===== src/rtl/dma_pkg.sv =====
// Shared types and helpers for the descriptor-driven DMA line engine.
package dma_pkg;

    localparam int DMA_ADDR_W = 28;
    localparam int DMA_CNT_W  = 16;

    typedef enum logic [2:0] {
        ST_IDLE    = 3'd0,
        ST_LOAD    = 3'd1,
        ST_WRITE   = 3'd2,
        ST_RD_REQ  = 3'd3,
        ST_RD_WAIT = 3'd4,
        ST_PUSH    = 3'd5,
        ST_DONE    = 3'd6
    } dma_state_t;

    typedef struct packed {
        logic                  dir;
        logic [DMA_ADDR_W-1:0] base_addr;
        logic [DMA_CNT_W-1:0]  num_lines;
    } dma_desc_t;

    function automatic int words_per_line(input int cl, input int w);
        return cl / w;
    endfunction

    // A one-word line still needs a 1-bit index to keep the ports legal.
    function automatic int word_idx_width(input int wpl);
        return (wpl > 1) ? $clog2(wpl) : 1;
    endfunction

endpackage


===== src/rtl/dma_line_buf.sv =====
// Cache-line register: whole-line load from the host FIFO, single-word insert
// from memory reads, and a word-select read port feeding memory writes.
module dma_line_buf
    import dma_pkg::*;
#(
    parameter int CL_SIZE_WIDTH = 512,
    parameter int WORD_SIZE     = 32,
    localparam int WPL          = words_per_line(CL_SIZE_WIDTH, WORD_SIZE),
    localparam int KW           = word_idx_width(WPL)
) (
    input  logic                     clk,
    input  logic                     rst,
    input  logic                     load_en,
    input  logic [CL_SIZE_WIDTH-1:0] load_line,
    input  logic                     ins_en,
    input  logic [KW-1:0]            ins_k,
    input  logic [WORD_SIZE-1:0]     ins_word,
    input  logic [KW-1:0]            rd_k,
    output logic [WORD_SIZE-1:0]     rd_word,
    output logic [CL_SIZE_WIDTH-1:0] line
);

    logic [WPL-1:0][WORD_SIZE-1:0] words_q, words_d;

    always_comb begin
        words_d = words_q;
        if (load_en) begin
            words_d = load_line;
        end else if (ins_en) begin
            words_d[ins_k] = ins_word;
        end
    end

    always_ff @(posedge clk or posedge rst) begin
        if (rst) begin
            words_q <= '0;
        end else begin
            words_q <= words_d;
        end
    end

    assign rd_word = words_q[rd_k];
    assign line    = words_q;

endmodule


===== src/rtl/dma_line_engine.sv =====
// Multi-line DMA engine moving cache lines between host FIFOs and a word-wide
// memory port; addresses auto-increment one word per transfer from base_addr.
module dma_line_engine
    import dma_pkg::*;
#(
    parameter int CL_SIZE_WIDTH = 512,
    parameter int WORD_SIZE     = 32,
    parameter int ADDR_WIDTH    = DMA_ADDR_W,
    parameter int CNT_WIDTH     = DMA_CNT_W
) (
    input  logic                     clk,
    input  logic                     rst,
    input  logic                     start,
    input  logic                     dir,
    input  logic [ADDR_WIDTH-1:0]    base_addr,
    input  logic [CNT_WIDTH-1:0]     num_lines,
    input  logic                     abort,
    output logic                     busy,
    output logic                     done,
    output logic                     aborted,
    input  logic                     empty,
    input  logic [CL_SIZE_WIDTH-1:0] dma_rd_data,
    output logic                     rd_pop,
    input  logic                     wr_ready,
    output logic [CL_SIZE_WIDTH-1:0] line_buffer,
    output logic                     wr_push,
    output logic                     DMAEn,
    output logic                     DMAWrEn,
    output logic [ADDR_WIDTH-1:0]    DMAAddr,
    output logic [WORD_SIZE-1:0]     DMAData,
    input  logic [WORD_SIZE-1:0]     DMAOut,
    input  logic                     DMAValid
);

    localparam int WPL              = words_per_line(CL_SIZE_WIDTH, WORD_SIZE);
    localparam int KW               = word_idx_width(WPL);
    localparam logic [KW-1:0] LAST_K = KW'(WPL - 1);

    dma_state_t              state_q, state_d;
    logic [CNT_WIDTH-1:0]    lines_q, lines_d;
    logic [KW-1:0]           word_q, word_d;
    logic [ADDR_WIDTH-1:0]   addr_q, addr_d;
    logic [WORD_SIZE-1:0]    data_q, data_d;
    logic                    aborted_q, aborted_d;

    dma_desc_t               desc_in;
    logic                    active;
    logic                    abort_hit;
    logic                    last_line;
    logic                    buf_load, buf_ins;
    logic [KW-1:0]           word_nxt;
    logic [WORD_SIZE-1:0]    buf_word;

    assign desc_in = '{dir:       dir,
                       base_addr: DMA_ADDR_W'(base_addr),
                       num_lines: DMA_CNT_W'(num_lines)};

    assign active    = (state_q != ST_IDLE) && (state_q != ST_DONE);
    assign abort_hit = abort && active;
    assign last_line = (lines_q == CNT_WIDTH'(1));
    assign word_nxt  = word_q + KW'(1);

    dma_line_buf #(
        .CL_SIZE_WIDTH (CL_SIZE_WIDTH),
        .WORD_SIZE     (WORD_SIZE)
    ) u_line_buf (
        .clk       (clk),
        .rst       (rst),
        .load_en   (buf_load),
        .load_line (dma_rd_data),
        .ins_en    (buf_ins),
        .ins_k     (word_q),
        .ins_word  (DMAOut),
        .rd_k      (word_nxt),
        .rd_word   (buf_word),
        .line      (line_buffer)
    );

    always_comb begin
        state_d   = state_q;
        lines_d   = lines_q;
        word_d    = word_q;
        addr_d    = addr_q;
        data_d    = data_q;
        aborted_d = aborted_q;
        buf_load  = 1'b0;
        buf_ins   = 1'b0;
        if (abort_hit) begin
            // Abort wins over pop/push/DMAValid; any outstanding read is simply forgotten.
            state_d   = ST_DONE;
            aborted_d = 1'b1;
        end else begin
            case (state_q)
                ST_IDLE: begin
                    if (start) begin
                        addr_d    = ADDR_WIDTH'(desc_in.base_addr);
                        lines_d   = CNT_WIDTH'(desc_in.num_lines);
                        word_d    = '0;
                        aborted_d = 1'b0;
                        if (desc_in.num_lines == '0) begin
                            state_d = ST_DONE;
                        end else begin
                            state_d = desc_in.dir ? ST_RD_REQ : ST_LOAD;
                        end
                    end
                end
                ST_LOAD: begin
                    if (!empty) begin
                        buf_load = 1'b1;
                        data_d   = dma_rd_data[WORD_SIZE-1:0];
                        word_d   = '0;
                        state_d  = ST_WRITE;
                    end
                end
                ST_WRITE: begin
                    addr_d = addr_q + ADDR_WIDTH'(1);
                    if (word_q == LAST_K) begin
                        word_d  = '0;
                        lines_d = lines_q - CNT_WIDTH'(1);
                        state_d = last_line ? ST_DONE : ST_LOAD;
                    end else begin
                        word_d = word_nxt;
                        data_d = buf_word;
                    end
                end
                ST_RD_REQ: begin
                    state_d = ST_RD_WAIT;
                end
                ST_RD_WAIT: begin
                    if (DMAValid) begin
                        buf_ins = 1'b1;
                        addr_d  = addr_q + ADDR_WIDTH'(1);
                        if (word_q == LAST_K) begin
                            word_d  = '0;
                            state_d = ST_PUSH;
                        end else begin
                            word_d  = word_nxt;
                            state_d = ST_RD_REQ;
                        end
                    end
                end
                ST_PUSH: begin
                    if (wr_ready) begin
                        lines_d = lines_q - CNT_WIDTH'(1);
                        state_d = last_line ? ST_DONE : ST_RD_REQ;
                    end
                end
                ST_DONE: begin
                    aborted_d = 1'b0;
                    state_d   = ST_IDLE;
                end
                default: state_d = ST_IDLE;
            endcase
        end
    end

    always_ff @(posedge clk or posedge rst) begin
        if (rst) begin
            state_q   <= ST_IDLE;
            lines_q   <= '0;
            word_q    <= '0;
            addr_q    <= '0;
            data_q    <= '0;
            aborted_q <= 1'b0;
        end else begin
            state_q   <= state_d;
            lines_q   <= lines_d;
            word_q    <= word_d;
            addr_q    <= addr_d;
            data_q    <= data_d;
            aborted_q <= aborted_d;
        end
    end

    assign busy    = active;
    assign done    = (state_q == ST_DONE);
    assign aborted = (state_q == ST_DONE) && aborted_q;
    assign rd_pop  = (state_q == ST_LOAD) && !empty && !abort;
    assign wr_push = (state_q == ST_PUSH) && wr_ready && !abort;
    assign DMAEn   = (state_q == ST_WRITE) || (state_q == ST_RD_REQ);
    assign DMAWrEn = (state_q == ST_WRITE);
    assign DMAAddr = addr_q;
    assign DMAData = data_q;

endmodule

===== config.mk =====
export PLATFORM = sky130hd
export DESIGN_NAME = dma_line_engine
export DESIGN_NICKNAME = d
export VERILOG_FILES = /design/src/rtl/dma_pkg.sv /design/src/rtl/dma_line_buf.sv /design/src/rtl/dma_line_engine.sv
export SDC_FILE = /design/constraint.sdc
export NUM_CORES = 2
export LEC_CHECK = 0
export BUFFER_PORTS_ARGS = -buffer_cell sky130_fd_sc_hd__buf_2
export CORE_AREA = 3 3 455 457
export DETAILED_ROUTE_END_ITERATION = 12
export DIE_AREA = 0 0 458 460
export PLACE_DENSITY = 0.39
export SYNTH_ARGS = -nofsm -noshare
export SYNTH_HDL_FRONTEND = slang
export SYNTH_HIERARCHICAL = 1
export SYNTH_SLANG_ARGS = --single-unit
export TNS_END_PERCENT = 50

===== constraint.sdc =====
create_clock -name clk -period 16.36 [get_ports clk]
set_clock_uncertainty 0.15 [all_clocks]
set_input_delay 2.454 -clock clk [delete_from_list [all_inputs] [get_ports clk]]
set_output_delay 2.454 -clock clk [all_outputs]
set_load 0.01 [all_outputs]

==> results_dict.tcl <==
set metrics [dict create \
    run_status "finished clean" \
    critical-path-top-cell-by-count "sky130_fd_sc_hd__buf_2" \
    report.final.slew_viol_count 0 \
    final_area_um2 44600 \
    timing.hold.ws_ns 0.373 \
    setup.worst_path.class "input port to output pin" \
    die_w_um 458 \
    tritoncts_buffers 87 \
    critical_path.startpoint_type "input port" \
    synth_edf_count 0 \
    io-pin-count 1175 \
    critical_path.max_stage_delay_ns 0.27 \
    fin_nets 5291 \
    final_layout_size_suffix_gt1_share_pct 32.8 \
    die_height_um 460 \
    power.total_uw 10800 \
    synthFlopType "sky130_fd_sc_hd__dfrtp_1" \
    grt-ovfl-total 0 \
    crit_chain "buf_2 > nor4_1 > buf_2" \
    clk-insertion-delay-late_ns 0.73 \
    layout_worst_path_cycle_share_pct 34.8 \
    avgSynthCellArea_um2 8.74 \
    synth.yosys.seq_area_share_pct 44.5 \
    rsz0062_at_grt "no" \
    cts-hold-fix-buffers 0 \
    synth-async-reset-ratio_pct 100 \
    synth_cell_type_count 65 \
    detailed_place.area_um2 41500 \
    port_buffer_cells 1174 \
    maximum_number_of_pins_on_one_net_before_global_route_repair 168 \
    p_leak_uw 0.0183 \
    register_area_um2 14900 \
    timing.final.crit_period_ns 5.69 \
    drt_drc_violations_left 0 \
    worst_slew_pin_slew_ns 1.13 \
    antenna_found_initial 155 \
    ir_drop_mv 0.138 \
    place.gp.congestion 0.897 \
    std_cell_rows 166 \
    setup_viol_count_final 0 \
    cap_viol_max_count 0 \
    multi_input_comb_area_um2 16600 \
    cts-root-to-sink-buffers 3 \
    fin_tns_setup_ns 0 \
    final.fill_count 22800 \
    synth_area_um2 33500 \
    pwr_density_cell_nw_per_um2 241 \
    timing.slew.headroom_pct 24.9 \
    grt_pass1_wl_um 370000 \
    min_path_type "flip-flop to flip-flop" \
    required_ns 13.76 \
    first_global_vias 37200 \
    cts_max_level 3 \
    grt_usage_pct 25.8 \
    area_growth_syn_to_layout_pct 33.3 \
    route.final.wire_length_um 284000 \
    initial_utilization_pct 16.4 \
    cts_root_buf "sky130_fd_sc_hd__clkbuf_16" \
    postSynthRegisterBits 596 \
    core_um2 204000 \
    final_hold_viol_count 0 \
    synthesis.nets 4433 \
    critPathArrivalTime_ns 3.09 \
    worst-path-max-fanout 13 \
    synth_warnings 6 \
    synthCells 3833 \
    kind_of_end_point_of_the_critical_path "output pin" \
    cts.repair.resized 0 \
    tritoncts "built" \
    clk_pin_slew_ns 0.06 \
    drt_iter0_markers 5104 \
    die_area_um2 211000 \
    wl_per_cell_um 37.7 \
    post_drt_antenna_nets 0 \
    cts_sinks 596 \
    route.detailed.vias_per_inst 5.22 \
    crit_slowest_cell "sky130_fd_sc_hd__nor4_1" \
    dp_hpwl_um 207000 \
    route.vias.total 39300 \
    fmaxAchievable_mhz 176 \
    postCtsSetupRepairBufs 0 \
    drt_pre_antenna_iters 6 \
]
## synth_stat cells (2+ instances only)
master / instances / share of area [%]
sky130_fd_sc_hd__nor3b_1: 4 / 0.090
sky130_fd_sc_hd__nand4_1: 12 / 0.22
sky130_fd_sc_hd__or4_4: 2 / 0.067
sky130_fd_sc_hd__dfrtp_1: 596 / 45
sky130_fd_sc_hd__o21ai_0: 533 / 8.0
sky130_fd_sc_hd__buf_2: 94 / 1.4
sky130_fd_sc_hd__a21oi_1: 76 / 1.1
sky130_fd_sc_hd__and2_1: 5 / 0.093
sky130_fd_sc_hd__o22ai_1: 10 / 0.19
sky130_fd_sc_hd__ha_1: 4 / 0.15
sky130_fd_sc_hd__or3_1: 4 / 0.075
sky130_fd_sc_hd__nor3_1: 14 / 0.21
sky130_fd_sc_hd__o311ai_0: 2 / 0.052
sky130_fd_sc_hd__a31oi_1: 515 / 9.6
sky130_fd_sc_hd__nand3_1: 537 / 8.0
sky130_fd_sc_hd__a22oi_1: 69 / 1.5
sky130_fd_sc_hd__o21a_1: 3 / 0.067
sky130_fd_sc_hd__or4_1: 5 / 0.11
sky130_fd_sc_hd__nand2b_1: 6 / 0.11
sky130_fd_sc_hd__a32oi_1: 2 / 0.052
sky130_fd_sc_hd__and3b_1: 3 / 0.078
sky130_fd_sc_hd__nor4_1: 17 / 0.32
sky130_fd_sc_hd__nor2b_1: 9 / 0.17
sky130_fd_sc_hd__a2bb2oi_1: 11 / 0.29
sky130_fd_sc_hd__o21ai_1: 24 / 0.36
sky130_fd_sc_hd__buf_1: 34 / 0.38
sky130_fd_sc_hd__mux4_2: 128 / 8.6
sky130_fd_sc_hd__mux2i_1: 35 / 1.0
sky130_fd_sc_hd__buf_4: 16 / 0.36
sky130_fd_sc_hd__nor2_1: 582 / 6.5
sky130_fd_sc_hd__xor2_1: 2 / 0.052
sky130_fd_sc_hd__and3_1: 12 / 0.22
sky130_fd_sc_hd__o22a_1: 5 / 0.13
sky130_fd_sc_hd__o32ai_1: 2 / 0.052
sky130_fd_sc_hd__nand3b_1: 4 / 0.090
sky130_fd_sc_hd__inv_1: 16 / 0.18
sky130_fd_sc_hd__o211ai_1: 4 / 0.090
sky130_fd_sc_hd__nand2_1: 68 / 0.76
sky130_fd_sc_hd__o2bb2ai_1: 4 / 0.10
sky130_fd_sc_hd__clkbuf_1: 339 / 3.8
## worst max-delay path, delay by kind of cell
family        cells  cell delay [ns]
simple gates      1             0.27
buf+inv           2             0.36
## through the flow
stage	setup WS, ns	utilization [%]	instances
after floorplan	6.80	-	3833
after global placement	10.22	20.4	7290
after detailed placement	10.24	20.4	7290
after CTS	10.67	21.8	7447
after global routing	10.61	21.9	7499
final	10.67	21.9	7520
## cell type report
type | count | share of cell area, %
Clock inverter | 31 | 0.706
Timing Repair Buffer | 1253 | 14.6
Antenna cell | 73 | 0.409
Clock buffer | 126 | 5.84
Multi-Input combinational cell | 2736 | 37.3
Sequential cell | 596 | 33.4
Inverter | 17 | 0.191
Tap cell | 2688 | 7.53
## logic make-up after synthesis
kind of cell | after synthesis | synth area share (%)
AND/OR/NAND/NOR | 1290 | 17.3
XOR/XNOR | 3 | 0.0785
buffers and inverters | 501 | 6.15
AO/OA/AOI/OAI | 1275 | 22.1
multiplexers | 164 | 9.69
flip-flops | 596 | 44.5
adder cells (fa/ha/maj) | 4 | 0.149
## routing by layer
metal  track usage, %  up-vias  wire (µm)
met5                0        -        430
met4             14.4       64      14900
met3             9.58      480      29800
met2             37.1     2526     122000
met1             33.2    20200     117000
li1                 -    16000          -
## path summary, 6_finish.rpt
path	slack (ns)	end	cells after the start	start
worst max-delay path	10.67	rd_pop	3	abort
worst min register to register	0.37	DMAData[2]$_DFFE_PP0P_	2	DMAData[2]$_DFFE_PP0P_
worst max register to register	11.28	DMAData[4]$_DFFE_PP0P_	8	word_q[0]$_DFFE_PP0P_
worst min-delay path	0.37	DMAData[2]$_DFFE_PP0P_	2	DMAData[2]$_DFFE_PP0P_
max in group asynchronous	11.61	u_line_buf/line[405]$_DFFE_PP0P_	5	rst
min in group asynchronous	1.64	DMAAddr[6]$_DFFE_PP0P_	2	rst
## where the power goes
group / switching, µW / internal, µW / total [µW]
logic: 3880 / 1840 / 5710
clock network: 858 / 1150 / 2010
registers: 852 / 2200 / 3050
## state kept, by name (all words and copies together) (netlist names)
| name | count |
|---|---|
| aborted_q | 1 |
| lines_q | 16 |
| word_q | 4 |
| DMAData | 32 |
| DMAAddr | 28 |
| u_line_buf/line | 512 |
| state_q | 3 |
## placed cells by master, fill, tap and decap left out, types with 14 or more instances in the layout
cell type                   Yosys  routed
sky130_fd_sc_hd__buf_2         94    1174
sky130_fd_sc_hd__dfrtp_1      596     596
sky130_fd_sc_hd__nor2_1       582     580
sky130_fd_sc_hd__nand3_1      537     536
sky130_fd_sc_hd__o21ai_0      533     532
sky130_fd_sc_hd__a31oi_1      515     515
sky130_fd_sc_hd__mux4_2       128     128
sky130_fd_sc_hd__clkbuf_16      0      88
sky130_fd_sc_hd__a21oi_1       76      76
sky130_fd_sc_hd__buf_4         16      74
sky130_fd_sc_hd__diode_2        0      73
sky130_fd_sc_hd__a22oi_1       69      69
sky130_fd_sc_hd__nand2_1       68      67
sky130_fd_sc_hd__mux2i_1       35      35
sky130_fd_sc_hd__clkbuf_8       0      26
sky130_fd_sc_hd__o21ai_1       24      25
sky130_fd_sc_hd__nor4_1        17      17
sky130_fd_sc_hd__nor3_1        14      14
Power figures use the tool's default switching activity.
